File: config.mk
export PLATFORM = sky130hd
export DESIGN_NAME = note_uart_tx_flat
export DESIGN_NICKNAME = d
export VERILOG_FILES = /design/src/rtl/note_uart_tx_if.sv /design/src/rtl/note_uart_tx.sv /design/src/flat_wrapper.sv
export SDC_FILE = /design/constraint.sdc
export NUM_CORES = 1
export LEC_CHECK = 0
export BUFFER_PORTS_ARGS = -buffer_cell sky130_fd_sc_hd__buf_2
export CORE_MARGIN = 3
export CORE_UTILIZATION = 49
export CTS_CLUSTER_SIZE = 24
export DETAILED_ROUTE_END_ITERATION = 6
export PLACE_DENSITY_LB_ADDON = 0.08
export SYNTH_ARGS = -nofsm -noshare
export SYNTH_HDL_FRONTEND = slang
export SYNTH_SLANG_ARGS = --single-unit
File: constraint.sdc
create_clock -name clk -period 7.5 [get_ports clk]
set_input_delay 1.125 -clock clk [delete_from_list [all_inputs] [get_ports clk]]
set_output_delay 1.125 -clock clk [all_outputs]
set_load 0.01 [all_outputs]
File: src/rtl/note_uart_tx_if.sv
// Note-byte handshake between a note source (key scanner, sequencer) and the UART transmitter.
// The source drives valid/code and the transmitter returns ready.
interface note_uart_tx_if;
    logic       note_valid;
    logic [7:0] note_code;
    logic       note_ready;

    modport master (output note_valid, output note_code, input note_ready);
    modport slave  (input note_valid, input note_code, output note_ready);
endinterface

File: src/rtl/note_uart_tx.sv
// 8N1 UART transmitter for the piano note link, fed by a small note FIFO.
// state | meaning
// IDLE  | line high, waiting for a queued byte
// START | start bit (low) on the line
// DATA  | eight data bits, LSB first
// STOP  | stop bit (high); chains straight into the next START if a byte is queued
module note_uart_tx #(
    parameter int CLKS_PER_BIT = 10417,
    parameter int FIFO_DEPTH   = 8
) (
    input  logic          clk,
    input  logic          reset,
    note_uart_tx_if.slave note,
    output logic          TxD,
    output logic          busy,
    output logic [4:0]    fifo_count,
    output logic          overflow
);
    localparam int AW = (FIFO_DEPTH > 1) ? $clog2(FIFO_DEPTH) : 1;
    localparam int BW = (CLKS_PER_BIT > 1) ? $clog2(CLKS_PER_BIT) : 1;
    localparam logic [4:0]    DEPTH_C   = 5'(FIFO_DEPTH);
    localparam logic [BW-1:0] BAUD_LAST = BW'(CLKS_PER_BIT - 1);

    typedef enum logic [1:0] {IDLE, START, DATA, STOP} state_t;

    state_t        state_q, state_d;
    logic [BW-1:0] baud_q, baud_d;
    logic [2:0]    bit_q, bit_d;
    logic [7:0]    shift_q, shift_d;
    logic          tx_q, tx_d;
    logic [7:0]    mem_q [FIFO_DEPTH];
    logic [AW-1:0] wr_ptr_q, rd_ptr_q;
    logic [4:0]    count_q, count_d;
    logic          overflow_q;
    logic          ready, push, drop, load, baud_done;

    always_ff @(posedge clk or posedge reset) begin
        if (reset) begin
            state_q    <= IDLE;
            baud_q     <= '0;
            bit_q      <= '0;
            shift_q    <= '0;
            tx_q       <= 1'b1;
            wr_ptr_q   <= '0;
            rd_ptr_q   <= '0;
            count_q    <= '0;
            overflow_q <= 1'b0;
        end else begin
            state_q    <= state_d;
            baud_q     <= baud_d;
            bit_q      <= bit_d;
            shift_q    <= shift_d;
            tx_q       <= tx_d;
            count_q    <= count_d;
            overflow_q <= drop;
            if (push) wr_ptr_q <= wr_ptr_q + 1'b1;
            if (load) rd_ptr_q <= rd_ptr_q + 1'b1;
        end
    end

    // Storage carries no reset; discarding is done by clearing the pointers and count.
    always_ff @(posedge clk) begin
        if (push) mem_q[wr_ptr_q] <= note.note_code;
    end

    always_comb begin
        state_d = state_q;
        baud_d  = '0;
        bit_d   = bit_q;
        shift_d = shift_q;
        tx_d    = tx_q;
        case (state_q)
            IDLE: begin
                tx_d = 1'b1;
                if (load) begin
                    shift_d = mem_q[rd_ptr_q];
                    tx_d    = 1'b0;
                    state_d = START;
                end
            end
            START: begin
                if (baud_done) begin
                    tx_d    = shift_q[0];
                    bit_d   = '0;
                    state_d = DATA;
                end else begin
                    baud_d = baud_q + 1'b1;
                end
            end
            DATA: begin
                if (!baud_done) begin
                    baud_d = baud_q + 1'b1;
                end else if (bit_q == 3'd7) begin
                    tx_d    = 1'b1;
                    state_d = STOP;
                end else begin
                    shift_d = {1'b0, shift_q[7:1]};
                    tx_d    = shift_q[1];
                    bit_d   = bit_q + 3'd1;
                end
            end
            STOP: begin
                if (!baud_done) begin
                    baud_d = baud_q + 1'b1;
                end else if (load) begin
                    shift_d = mem_q[rd_ptr_q];
                    tx_d    = 1'b0;
                    state_d = START;
                end else begin
                    tx_d    = 1'b1;
                    state_d = IDLE;
                end
            end
            default: state_d = IDLE;
        endcase
    end

    always_comb begin
        busy      = (state_q != IDLE);
        baud_done = (baud_q == BAUD_LAST);
        load      = (count_q != 5'd0) &&
                    ((state_q == IDLE) || ((state_q == STOP) && baud_done));
        ready     = (count_q != DEPTH_C);
    end

    // Readiness comes from the pre-edge count, so a same-edge pop never rescues a write to a full FIFO.
    always_comb begin
        push    = note.note_valid && ready;
        drop    = note.note_valid && !ready;
        count_d = count_q;
        if (push && !load)      count_d = count_q + 5'd1;
        else if (!push && load) count_d = count_q - 5'd1;
    end

    assign note.note_ready = ready;
    assign TxD             = tx_q;
    assign fifo_count      = count_q;
    assign overflow        = overflow_q;
endmodule

File: src/flat_wrapper.sv
// flat-port wrapper written by rule: the top's interface ports become plain ports
module note_uart_tx_flat 
#(
    parameter int CLKS_PER_BIT = 10417,
    parameter int FIFO_DEPTH   = 8
)
  (clk, reset, TxD, busy, fifo_count, overflow, note_note_valid, note_note_code, note_note_ready);
  note_uart_tx_if note_i ();
  input  logic clk;
  input  logic reset;
  output logic TxD;
  output logic busy;
  output logic [4:0] fifo_count;
  output logic overflow;
  input wire logic [$bits(note_i.note_valid)-1:0] note_note_valid;
  input wire logic [$bits(note_i.note_code)-1:0] note_note_code;
  output wire logic [$bits(note_i.note_ready)-1:0] note_note_ready;
  assign note_i.note_valid = note_note_valid;
  assign note_i.note_code = note_note_code;
  assign note_note_ready = note_i.note_ready;
  note_uart_tx #(.CLKS_PER_BIT(CLKS_PER_BIT), .FIFO_DEPTH(FIFO_DEPTH)) u_core (.clk(clk), .reset(reset), .note(note_i), .TxD(TxD), .busy(busy), .fifo_count(fifo_count), .overflow(overflow));
endmodule
Word-level counts from Yosys, hierarchy flattened. Memories as Yosys holds them, arrays and structs flattened. Cells that the tools add are included.

Flip-flop bits (word level): 40. RAM bits: 64. Output and inout bits: 9. Memories: 1.

Memory list: u_core.mem_q (words 8, bits a word 8, rd ports 1, clocked after memory_dff 0, wr ports 1, line note_uart_tx.sv:31) `logic [7:0] mem_q [FIFO_DEPTH];`.

Add/sub/neg operators: 6. Equality and inequality tests: 12. Mux-type cells: 28. Reduce and logical (&&, ||, !) cells: 21.

Operator list (count): 2-to-1 mux 8 bit (4); 2-to-1 mux 14 bit (2); one-hot mux 8 bit (3 select lines) (1); adder 14 x 1 -> 14 bit (second input constant) (1); equality test 14 bit (second input constant) (1); 2-to-1 mux 2 bit (5); 2-to-1 mux 5 bit (2); != test 2 x 1 -> 1 bit (second input constant) (5); adder 3 x 1 -> 3 bit (second input constant) (3); 2-to-1 mux 3 bit (3); 2-to-1 mux 1 bit (8); one-hot mux 2 bit (4 select lines) (1); AND reduction 4 bit (2); logical AND 1 bit (6); one-hot mux 3 bit (2 select lines) (1); nonzero test 2 bit (3); adder 5 x 1 -> 5 bit (second input constant) (1); != test 5 x 4 -> 1 bit (second input constant) (1); AND reduction 5 bit (1); nonzero test 5 bit (1); subtractor 5 x 1 -> 5 bit (second input constant) (1); equality test 2 bit (second input constant) (2); one-hot mux 1 bit (4 select lines) (1); equality test 3 bit (second input constant) (1); 8 further kinds (10).

Longest topological paths before layout. Gate-level depths: netlist of run 1.

Depth in word-level cells: 7. Mapped depth: 15.

Worst setup path after synthesis of run 1. Ideal clock, no wire load.

Path kind: reg-to-reg. Start point: register u_core.baud_q[0]. End point: register u_core.count_q[4] (netlist: u_core.fifo_count[4]). Library setup time: 0.127 ns. Arrival time: 3.250 ns. Path slack: 4.122 ns. Cell stages (with the launch flop): 16. Path buffers: 1. Cell sequence: dfrtp_1 inv_1 ha_1 or4b_4 or4_4 o22ai_4 buf_6 inv_1 ha_1 inv_1 ha_1 a21o_1 a21oi_1 xnor2_1 nor2_1 xor2_1.

Longest elaborated chain between the ends: 7. Elaborated cells on any way between the ends: 9.

RTL lines: from (decl) (line note_uart_tx.sv:27) `logic [BW-1:0] baud_q, baud_d;`; from (signal assigned) (line note_uart_tx.sv:50) `baud_q <= baud_d;`; equality test 14 bit (*) (line note_uart_tx.sv:120) `baud_done = (baud_q == BAUD_LAST);`; logical AND 1 bit (*) (line note_uart_tx.sv:122) `((state_q == IDLE) || ((state_q == STOP) && baud_done));`; logical OR 1 bit (*) (line note_uart_tx.sv:122); logical AND 1 bit (*) (line note_uart_tx.sv:121) `load = (count_q != 5'd0) &&`; logical NOT 1 bit (line note_uart_tx.sv:131) `if (push && !load) count_d = count_q + 5'd1;`; logical AND 1 bit (line note_uart_tx.sv:131); 2-to-1 mux 5 bit or nonzero test 2 bit (tied branches); to (signal assigned) (line note_uart_tx.sv:54) `count_q <= count_d;`; to (decl) (line note_uart_tx.sv:33) `logic [4:0] count_q, count_d;`.

Mark *: on every way between the ends. The rest lies on a longest branch, timed or not. A chain may end at the register's enable or synchronous reset.

Worst setup path in the final report of run 1. Ends and elaborated chain as after synthesis.

==> run_summary.xml, run 1 <==
<?xml version="1.0" encoding="UTF-8"?>
<metrics>
  <group name="floorplan">
    <metric name="rows" unit="">35</metric>
    <metric name="core_area" unit="mm²">0.009284</metric>
    <metric name="die_width" unit="µm">104.0</metric>
    <metric name="num_io_pins" unit="">20</metric>
    <metric name="die_h" unit="µm">104.0</metric>
    <metric name="start_util" unit="">0.5066</metric>
    <metric name="floorplan.die_area" unit="mm²">0.01081</metric>
  </group>
  <group name="power">
    <metric name="totalPowerFinal" unit="mW">1.290</metric>
    <metric name="comb_power_share" unit="">0.148</metric>
    <metric name="p_clk_frac" unit="">0.291</metric>
    <metric name="seq_power_share" unit="">0.561</metric>
    <metric name="power_report.internal_total" unit="µW">926.8</metric>
    <metric name="cellPowerDensity" unit="mW/mm²">250.3</metric>
    <metric name="power.share.switching" unit="">0.2814</metric>
    <metric name="net_switching_component_of_the_power" unit="µW">362.8</metric>
    <metric name="p_leak" unit="nW">1.910</metric>
    <metric name="ir_drop" unit="mV">0.1406</metric>
  </group>
  <group name="logic_synthesis">
    <metric name="ys_seq_elements" unit="">104</metric>
    <metric name="synth-edff-count" unit="">64</metric>
    <metric name="synth.area.top_cells" unit="">edfxtp_1 (41%), dfrtp_1 (21%), mux4_2 (7.7%)</metric>
    <metric name="synth.yosys.warnings" unit="">0</metric>
    <metric name="yosys_most_used_dff" unit="">edfxtp_1</metric>
    <metric name="synth_cell_type_count" unit="">48</metric>
    <metric name="synth_fp_nets" unit="">360</metric>
    <metric name="synth.largest_area_cell" unit="">edfxtp_1</metric>
    <metric name="netlist_instances" unit="">332</metric>
    <metric name="avgSynthCellArea" unit="µm²">14.17</metric>
    <metric name="async_reset_ff_frac" unit="">0.3846</metric>
    <metric name="syn_area" unit="mm²">0.004703</metric>
    <metric name="synth-seq-area-share" unit="">0.6217</metric>
    <metric name="yosysTopAreaCellShare" unit="">0.4086</metric>
  </group>
  <group name="setup_path">
    <metric name="cp-startpoint" unit="">u_core.baud_q[0]</metric>
    <metric name="required" unit="ps">7770</metric>
    <metric name="critical_path_peak_fanout" unit="">15</metric>
    <metric name="endpoint_kind" unit="">register</metric>
    <metric name="endpoint" unit="">u_core.fifo_count[4]</metric>
    <metric name="cp.arrival" unit="ps">3980</metric>
    <metric name="worst_r2r_path_depth" unit="">14</metric>
    <metric name="crit_path_start_kind" unit="">register</metric>
    <metric name="critical_path.reg2reg.endpoint" unit="">u_core.fifo_count[4]</metric>
    <metric name="worst_reg_to_reg_setup_slack" unit="ps">3790</metric>
    <metric name="reg2reg_from" unit="">u_core.baud_q[0]</metric>
    <metric name="critical_setup_path_kind" unit="">reg -&gt; reg</metric>
  </group>
  <group name="drt">
    <metric name="viasPerCell" unit="">5.460</metric>
    <metric name="vias" unit="">2659</metric>
    <metric name="drt-pass1-iter-count" unit="">4</metric>
    <metric name="avgRoutedWirePerCell" unit="µm">17.42</metric>
    <metric name="detail_route.iter0.violations" unit="">131</metric>
    <metric name="routed_wirelength" unit="µm">8484</metric>
    <metric name="drc_violation_count_after_routing" unit="">0</metric>
    <metric name="route.antenna.remaining_nets" unit="">0</metric>
  </group>
  <group name="clocking">
    <metric name="cts_tree" unit="">done</metric>
    <metric name="cts_max_level" unit="">3</metric>
    <metric name="holdBufCountCts" unit="">0</metric>
    <metric name="insertion_delay" unit="ps">380</metric>
    <metric name="clkTransAtPathRegs" unit="ps">110</metric>
    <metric name="post_cts_setup_buffer_count" unit="">0</metric>
    <metric name="tritoncts_num_sinks" unit="">104</metric>
    <metric name="cts_resized" unit="">0</metric>
    <metric name="cts.path.max_buffers" unit="">2</metric>
    <metric name="tritoncts.num_buffers" unit="">9</metric>
    <metric name="ctsRootBufferMaster" unit="">clkbuf_8</metric>
  </group>
  <group name="placement">
    <metric name="placement.cell_area" unit="mm²">0.004931</metric>
    <metric name="place.detailed.hpwl" unit="µm">5798</metric>
    <metric name="gp_routability_congestion" unit="">0.7752</metric>
    <metric name="placement.setup.worst_slack" unit="ps">3800</metric>
    <metric name="place.port_buffers" unit="">19</metric>
  </group>
  <group name="grt">
    <metric name="first_global_vias" unit="">2665</metric>
    <metric name="grt_overflow" unit="">0</metric>
    <metric name="grt.busiest_layer" unit="">met2</metric>
    <metric name="grt_start_max_net_pins" unit="">41</metric>
    <metric name="global_route.usage.met2" unit="">0.2553</metric>
    <metric name="grt_pass1_wl" unit="µm">14030</metric>
    <metric name="antenna_found_initial" unit="">0</metric>
    <metric name="grt_util_met3" unit="">0.04469</metric>
    <metric name="groute.usage.overall" unit="">0.1677</metric>
    <metric name="groute.layer.met1.usage" unit="">0.2405</metric>
  </group>
  <group name="finish">
    <metric name="layout-drive-gt1-share" unit="">0.1927</metric>
    <metric name="final_design_area_no_fill" unit="mm²">0.005152</metric>
    <metric name="diodes" unit="">0</metric>
    <metric name="layout_area_growth_over_synthesis" unit="%">9.550</metric>
    <metric name="finalNetCount" unit="">381</metric>
  </group>
  <group name="sta">
    <metric name="fin_worst_hold_slack" unit="ps">507.3</metric>
    <metric name="final.setup_skew" unit="ps">11.31</metric>
    <metric name="report.final.hold_viol_count" unit="">0</metric>
    <metric name="max_slew_margin" unit="">0.2701</metric>
    <metric name="postLayoutSetupSlackWorst" unit="ps">3789</metric>
    <metric name="setup_repair_after_global_routing_missed_its_margin" unit="">false</metric>
    <metric name="finalSetupTns" unit="ps">0</metric>
    <metric name="achievable_freq" unit="MHz">269.5</metric>
    <metric name="period_needed" unit="ps">3711</metric>
    <metric name="timing_worst_slew_pin_value" unit="ps">1095</metric>
    <metric name="slew_violations" unit="">0</metric>
    <metric name="fin_crit_sh" unit="">0.4948</metric>
    <metric name="setup_violations" unit="">0</metric>
  </group>
  <group name="run">
    <metric name="max_cap_violations" unit="">0</metric>
  </group>
  <group name="hold_path">
    <metric name="hold_class" unit="">reg -&gt; reg</metric>
    <metric name="worst_hold_path_cell_count" unit="">1</metric>
  </group>
  <group name="outcome">
    <metric name="run_status" unit="">complete, no violations</metric>
  </group>
</metrics>
[state kept, by name (all words and copies together), names as in the netlist]
| signal | cells |
|---|---|
| u_core.mem_q | 64 |
| u_core.baud_q | 14 |
| u_core.shift_q | 8 |
| u_core.fifo_count | 5 |
| u_core.bit_q | 3 |
| u_core.rd_ptr_q | 3 |
| u_core.wr_ptr_q | 3 |
| u_core.state_q | 2 |
| u_core.TxD | 1 |
| u_core.overflow | 1 |
[metrics by stage]
stage,utilization,std cells
global route,0.5550,487
floorplan,-,332
detailed placement,0.5311,471
global placement,0.5311,471
finish,0.5550,487
CTS,0.5550,487
[power groups by stage]
| stage | Combinational [mW] | Clock (mW) | Sequential [mW] |
|---|---|---|---|
| 2_1_floorplan | 0.123 | 0 | 0.731 |
| 3_3_place_gp | 0.186 | 0 | 0.734 |
| 3_5_place_dp | 0.193 | 0 | 0.736 |
| 4_1_cts | 0.194 | 0.388 | 0.724 |
| 5_1_grt | 0.209 | 0.409 | 0.732 |
| 6_report | 0.191 | 0.375 | 0.724 |
[Yosys cell counts (10+ instances only)]
| cell type | count |
|---|---|
| edfxtp_1 | 64 |
| dfrtp_1 | 39 |
| nor2_1 | 26 |
| nand2_1 | 23 |
| ha_1 | 16 |
| mux4_2 | 16 |
| inv_1 | 13 |
| a21oi_1 | 12 |
| mux2i_1 | 12 |
| xnor2_1 | 11 |
| o21ai_0 | 10 |
[cells by family (layout without fill, tap and decap cells)]
| family | count (synthesis) | count (layout) | share of synthesized area |
|---|---|---|---|
| and+or+nand+nor | 85 | 85 | 0.09125 |
| AOI/OAI and AO/OA | 47 | 47 | 0.06598 |
| adders and majority gates | 17 | 17 | 0.04682 |
| buffers and inverters | 26 | 52 | 0.02288 |
| muxes | 33 | 33 | 0.1141 |
| xor gates and xnor gates | 20 | 20 | 0.03724 |
| DFF | 104 | 104 | 0.6217 |
[per-layer routing]
layer,part of all wire,up-vias,wire length [µm]
li1,-,1282,-
met1,0.50,1335,4233
met2,0.46,33,3915
met3,0.028,9,236
met4,0.012,0,100
met5,0,-,0
[worst min-delay path by stage]
stage | from | end
after floorplan | u_core.baud_q[0] | u_core.baud_q[0]
after global placement | u_core.baud_q[0] | u_core.baud_q[0]
after detailed placement | u_core.baud_q[0] | u_core.baud_q[0]
after CTS | u_core.baud_q[0] | u_core.baud_q[0]
after global routing | u_core.baud_q[0] | u_core.baud_q[0]
final | u_core.baud_q[0] | u_core.baud_q[0]
[placed cells by master (no fill, tap or decap), types with 9 or more instances in the layout]
| cell type | synthesis | final |
|---|---|---|
| mux4_2 | 16 | 16 |
| clkbuf_8 | 0 | 9 |
| xnor2_1 | 11 | 11 |
| nand2_1 | 23 | 23 |
| o21ai_0 | 10 | 10 |
| edfxtp_1 | 64 | 64 |
| buf_2 | 2 | 19 |
| a21oi_1 | 12 | 12 |
| ha_1 | 16 | 16 |
| dfrtp_1 | 39 | 39 |
| nor2_1 | 26 | 26 |
| xor2_1 | 9 | 9 |
| mux2i_1 | 12 | 12 |
| inv_1 | 13 | 13 |
[layout make-up]
type | count | area, µm²
Fill cell | 801 | 4131
Sequential cell | 104 | 2924
Multi-Input combinational cell | 202 | 1672
Tap cell | 129 | 161.4
Timing Repair Buffer | 23 | 125.1
Clock buffer | 9 | 123.9
Clock inverter | 7 | 97.59
Inverter | 13 | 48.80
[critical path, cell delays in order (launching register included)]
cell	delay, ps
dfrtp_1	430
inv_1	70
ha_1	130
or4b_4	460
or4_4	580
o22ai_4	460
inv_1	100
ha_1	230
inv_1	130
ha_1	290
a21o_1	200
a21oi_1	170
xnor2_1	130
nor2_1	60
xor2_1	150
No activity file was read; power rests on OpenSTA's default activity.
==> inputs of run 2 (changes only) <==
==> constraint.sdc (replaced) <==
create_clock -name clk -period 3.4 [get_ports clk]
set_input_delay 0.51 -clock clk [delete_from_list [all_inputs] [get_ports clk]]
set_output_delay 0.51 -clock clk [all_outputs]
set_load 0.01 [all_outputs]
==> run_summary.xml, run 2 (synthesized netlist as in run 1, its figures left out) <==
<?xml version="1.0" encoding="UTF-8"?>
<metrics>
  <group name="floorplan">
    <metric name="die_width" unit="µm">104.0</metric>
    <metric name="floorplan.die_area" unit="mm²">0.01081</metric>
    <metric name="die_h" unit="µm">104.0</metric>
    <metric name="rows" unit="">35</metric>
    <metric name="start_util" unit="">0.5066</metric>
    <metric name="core_area" unit="mm²">0.009284</metric>
    <metric name="num_io_pins" unit="">20</metric>
  </group>
  <group name="setup_path">
    <metric name="endpoint_kind" unit="">register</metric>
    <metric name="critical_path.reg2reg.endpoint" unit="">u_core.fifo_count[4]</metric>
    <metric name="worst-path-buf-inv" unit="">3</metric>
    <metric name="worst_reg_to_reg_setup_slack" unit="ps">190</metric>
    <metric name="critical_setup_path_kind" unit="">reg -&gt; reg</metric>
    <metric name="worst_path_most_repeated_cell" unit="">ha_1</metric>
    <metric name="cp.arrival" unit="ps">3470</metric>
    <metric name="crit_path_start_kind" unit="">register</metric>
    <metric name="timing.critical_path.slowest_cell_delay" unit="ps">550</metric>
    <metric name="worst_r2r_path_depth" unit="">14</metric>
    <metric name="reg2reg_from" unit="">u_core.baud_q[1]</metric>
    <metric name="cpLargestDelayFamily" unit="">simple AND/OR/NAND/NOR gates</metric>
    <metric name="worstPathCellList" unit="">inv_1 &gt; ha_1 &gt; or4b_4 &gt; or4_4 &gt; o22ai_4 &gt; inv_1 &gt; ha_1 &gt; inv_2 &gt; ha_1 &gt; a21o_1 &gt; a21oi_1 &gt; xnor2_1 &gt; nor2_1 &gt; xor2_1</metric>
    <metric name="critPathSlowestCell" unit="">or4_4</metric>
    <metric name="required" unit="ps">3660</metric>
    <metric name="critical_path_peak_fanout" unit="">5</metric>
  </group>
  <group name="grt">
    <metric name="grt_pass1_wl" unit="µm">14550</metric>
    <metric name="global_route.usage.met2" unit="">0.2586</metric>
    <metric name="antenna_found_initial" unit="">0</metric>
    <metric name="grt.busiest_layer" unit="">met2</metric>
    <metric name="first_global_vias" unit="">2663</metric>
    <metric name="grt_start_max_net_pins" unit="">41</metric>
    <metric name="grt_util_met3" unit="">0.03973</metric>
    <metric name="grt_overflow" unit="">0</metric>
    <metric name="groute.layer.met1.usage" unit="">0.2547</metric>
    <metric name="groute.usage.overall" unit="">0.1714</metric>
  </group>
  <group name="sta">
    <metric name="achievable_freq" unit="MHz">311.4</metric>
    <metric name="fin_crit_sh" unit="">0.9444</metric>
    <metric name="period_needed" unit="ps">3211</metric>
    <metric name="report.final.hold_viol_count" unit="">0</metric>
    <metric name="fin_worst_hold_slack" unit="ps">254.5</metric>
    <metric name="setup_violations" unit="">0</metric>
    <metric name="max_slew_margin" unit="">0.3697</metric>
    <metric name="timing_worst_slew_pin_value" unit="ps">942.0</metric>
    <metric name="slew_violations" unit="">0</metric>
    <metric name="final.setup_skew" unit="ps">9.758</metric>
    <metric name="finalSetupTns" unit="ps">0</metric>
    <metric name="setup_repair_after_global_routing_missed_its_margin" unit="">false</metric>
  </group>
  <group name="clocking">
    <metric name="holdBufCountCts" unit="">0</metric>
    <metric name="cts_max_level" unit="">3</metric>
    <metric name="tritoncts.num_buffers" unit="">9</metric>
    <metric name="ctsRootBufferMaster" unit="">clkbuf_8</metric>
    <metric name="insertion_delay" unit="ps">370</metric>
    <metric name="cts_tree" unit="">done</metric>
    <metric name="clkTransAtPathRegs" unit="ps">100</metric>
    <metric name="tritoncts_num_sinks" unit="">104</metric>
    <metric name="cts.path.max_buffers" unit="">2</metric>
  </group>
  <group name="finish">
    <metric name="reg.largest.list" unit="">u_core.mem_q: 64 flops, u_core.baud_q: 14 flops, u_core.shift_q: 8 flops</metric>
    <metric name="layout-drive-gt1-share" unit="">0.2033</metric>
    <metric name="layout_area_growth_over_synthesis" unit="%">9.604</metric>
    <metric name="diodes" unit="">0</metric>
    <metric name="layout.cells.most_common_list" unit="">edfxtp_1 (64), dfrtp_1 (39), nor2_1 (26)</metric>
    <metric name="max_ffs_per_register" unit="">64</metric>
    <metric name="finalNetCount" unit="">387</metric>
    <metric name="max_flop_register" unit="">u_core.mem_q</metric>
    <metric name="layout.cells.most_common" unit="">edfxtp_1</metric>
    <metric name="final_cells" unit="">493</metric>
  </group>
  <group name="power">
    <metric name="comb_power_share" unit="">0.151</metric>
    <metric name="power.share.switching" unit="">0.2795</metric>
    <metric name="power_report.internal_total" unit="mW">1.960</metric>
    <metric name="seq_power_share" unit="">0.585</metric>
    <metric name="p_leak" unit="nW">1.922</metric>
    <metric name="ir_drop" unit="mV">0.3243</metric>
    <metric name="cellPowerDensity" unit="mW/mm²">527.6</metric>
    <metric name="p_clk_frac" unit="">0.264</metric>
    <metric name="net_switching_component_of_the_power" unit="µW">760.1</metric>
  </group>
  <group name="drt">
    <metric name="drc_violation_count_after_routing" unit="">0</metric>
    <metric name="avgRoutedWirePerCell" unit="µm">17.17</metric>
    <metric name="route.antenna.remaining_nets" unit="">0</metric>
    <metric name="vias" unit="">2653</metric>
    <metric name="viasPerCell" unit="">5.381</metric>
    <metric name="detail_route.iter0.violations" unit="">113</metric>
    <metric name="drt-pass1-iter-count" unit="">4</metric>
    <metric name="routed_wirelength" unit="µm">8467</metric>
  </group>
  <group name="run">
    <metric name="max_cap_violations" unit="">0</metric>
  </group>
  <group name="placement">
    <metric name="place.port_buffers" unit="">19</metric>
    <metric name="dp_cells" unit="">474</metric>
    <metric name="place.detailed.hpwl" unit="µm">5632</metric>
    <metric name="gp_routability_congestion" unit="">0.7579</metric>
  </group>
  <group name="hold_path">
    <metric name="hold_class" unit="">in -&gt; async</metric>
  </group>
  <group name="outcome">
    <metric name="run_status" unit="">complete, no violations</metric>
  </group>
</metrics>
[run 2: cell types whose count changed in the layout (fill, tap and decap cells not counted)]
cell       delta
buf_4         +6
bufinv_16     -1
clkbuf_1      +1
clkinv_1      +1
clkinv_2      +1
clkinv_4      +1
clkinv_8      -2
inv_1         -1
inv_2         +1
inv_6         -4
inv_8         +3
[run 2: per-layer routing]
metal	share of wire	wire length, µm
met3	0.024	206
met5	0	0
met1	0.49	4177
met4	0.010	88
met2	0.47	3995
[run 2: power by group through the flow]
| stage | Sequential [mW] | Combinational (mW) | Clock, mW |
|---|---|---|---|
| 2_1_floorplan | 1.61 | 0.271 | 0 |
| 3_3_place_gp | 1.62 | 0.414 | 0 |
| 3_5_place_dp | 1.62 | 0.420 | 0 |
| 4_1_cts | 1.59 | 0.421 | 0.741 |
| 5_1_grt | 1.61 | 0.465 | 0.800 |
| 6_report | 1.59 | 0.411 | 0.717 |
[run 2: worst max path at each step]
stage                     start                    to  slack [ps]  cells past startpoint
2_1_floorplan  u_core.baud_q[0]  u_core.fifo_count[4]          20                     15
3_3_place_gp   u_core.baud_q[0]  u_core.fifo_count[4]         150                     14
5_1_grt        u_core.baud_q[1]  u_core.fifo_count[4]          30                     14
6_report       u_core.baud_q[1]  u_core.fifo_count[4]         190                     14
4_1_cts        u_core.baud_q[0]  u_core.fifo_count[4]          60                     14
3_5_place_dp   u_core.baud_q[0]  u_core.fifo_count[4]          80                     14
[run 2: per-stage QoR]
stage / utilization / area [µm²] / total power, mW / setup WS, ps
global placement: 0.5336 / 4954 / 2.031 / 147.6
global route: 0.5553 / 5155 / 2.878 / 32.91
floorplan: - / 4703 / 1.883 / 22.27
CTS: 0.5528 / 5132 / 2.755 / 63.06
detailed placement: 0.5336 / 4954 / 2.041 / 80.02
finish: 0.5553 / 5155 / 2.720 / 189.1
[run 2: area by class of cell]
cell class                 count  area (µm²)
sequential                   104        2924
clock inverter                 6       51.30
clock buffer                  10       127.6
multi-input combinational    202        1672
timing repair buffer          29       170.2
fill                         790        4129
tap                          129       161.4
inverter                      13       48.80
[run 2: tightest hold or removal path: stages]
cell,delay [ps]
buf_2,90
inv_1,40
buf_4,440
[run 2: timing repair]
action / in CTS / in global routing
buffers inserted: 0 / 3
setup endpoints to repair: 0 / 1
resized for setup: 0 / 1
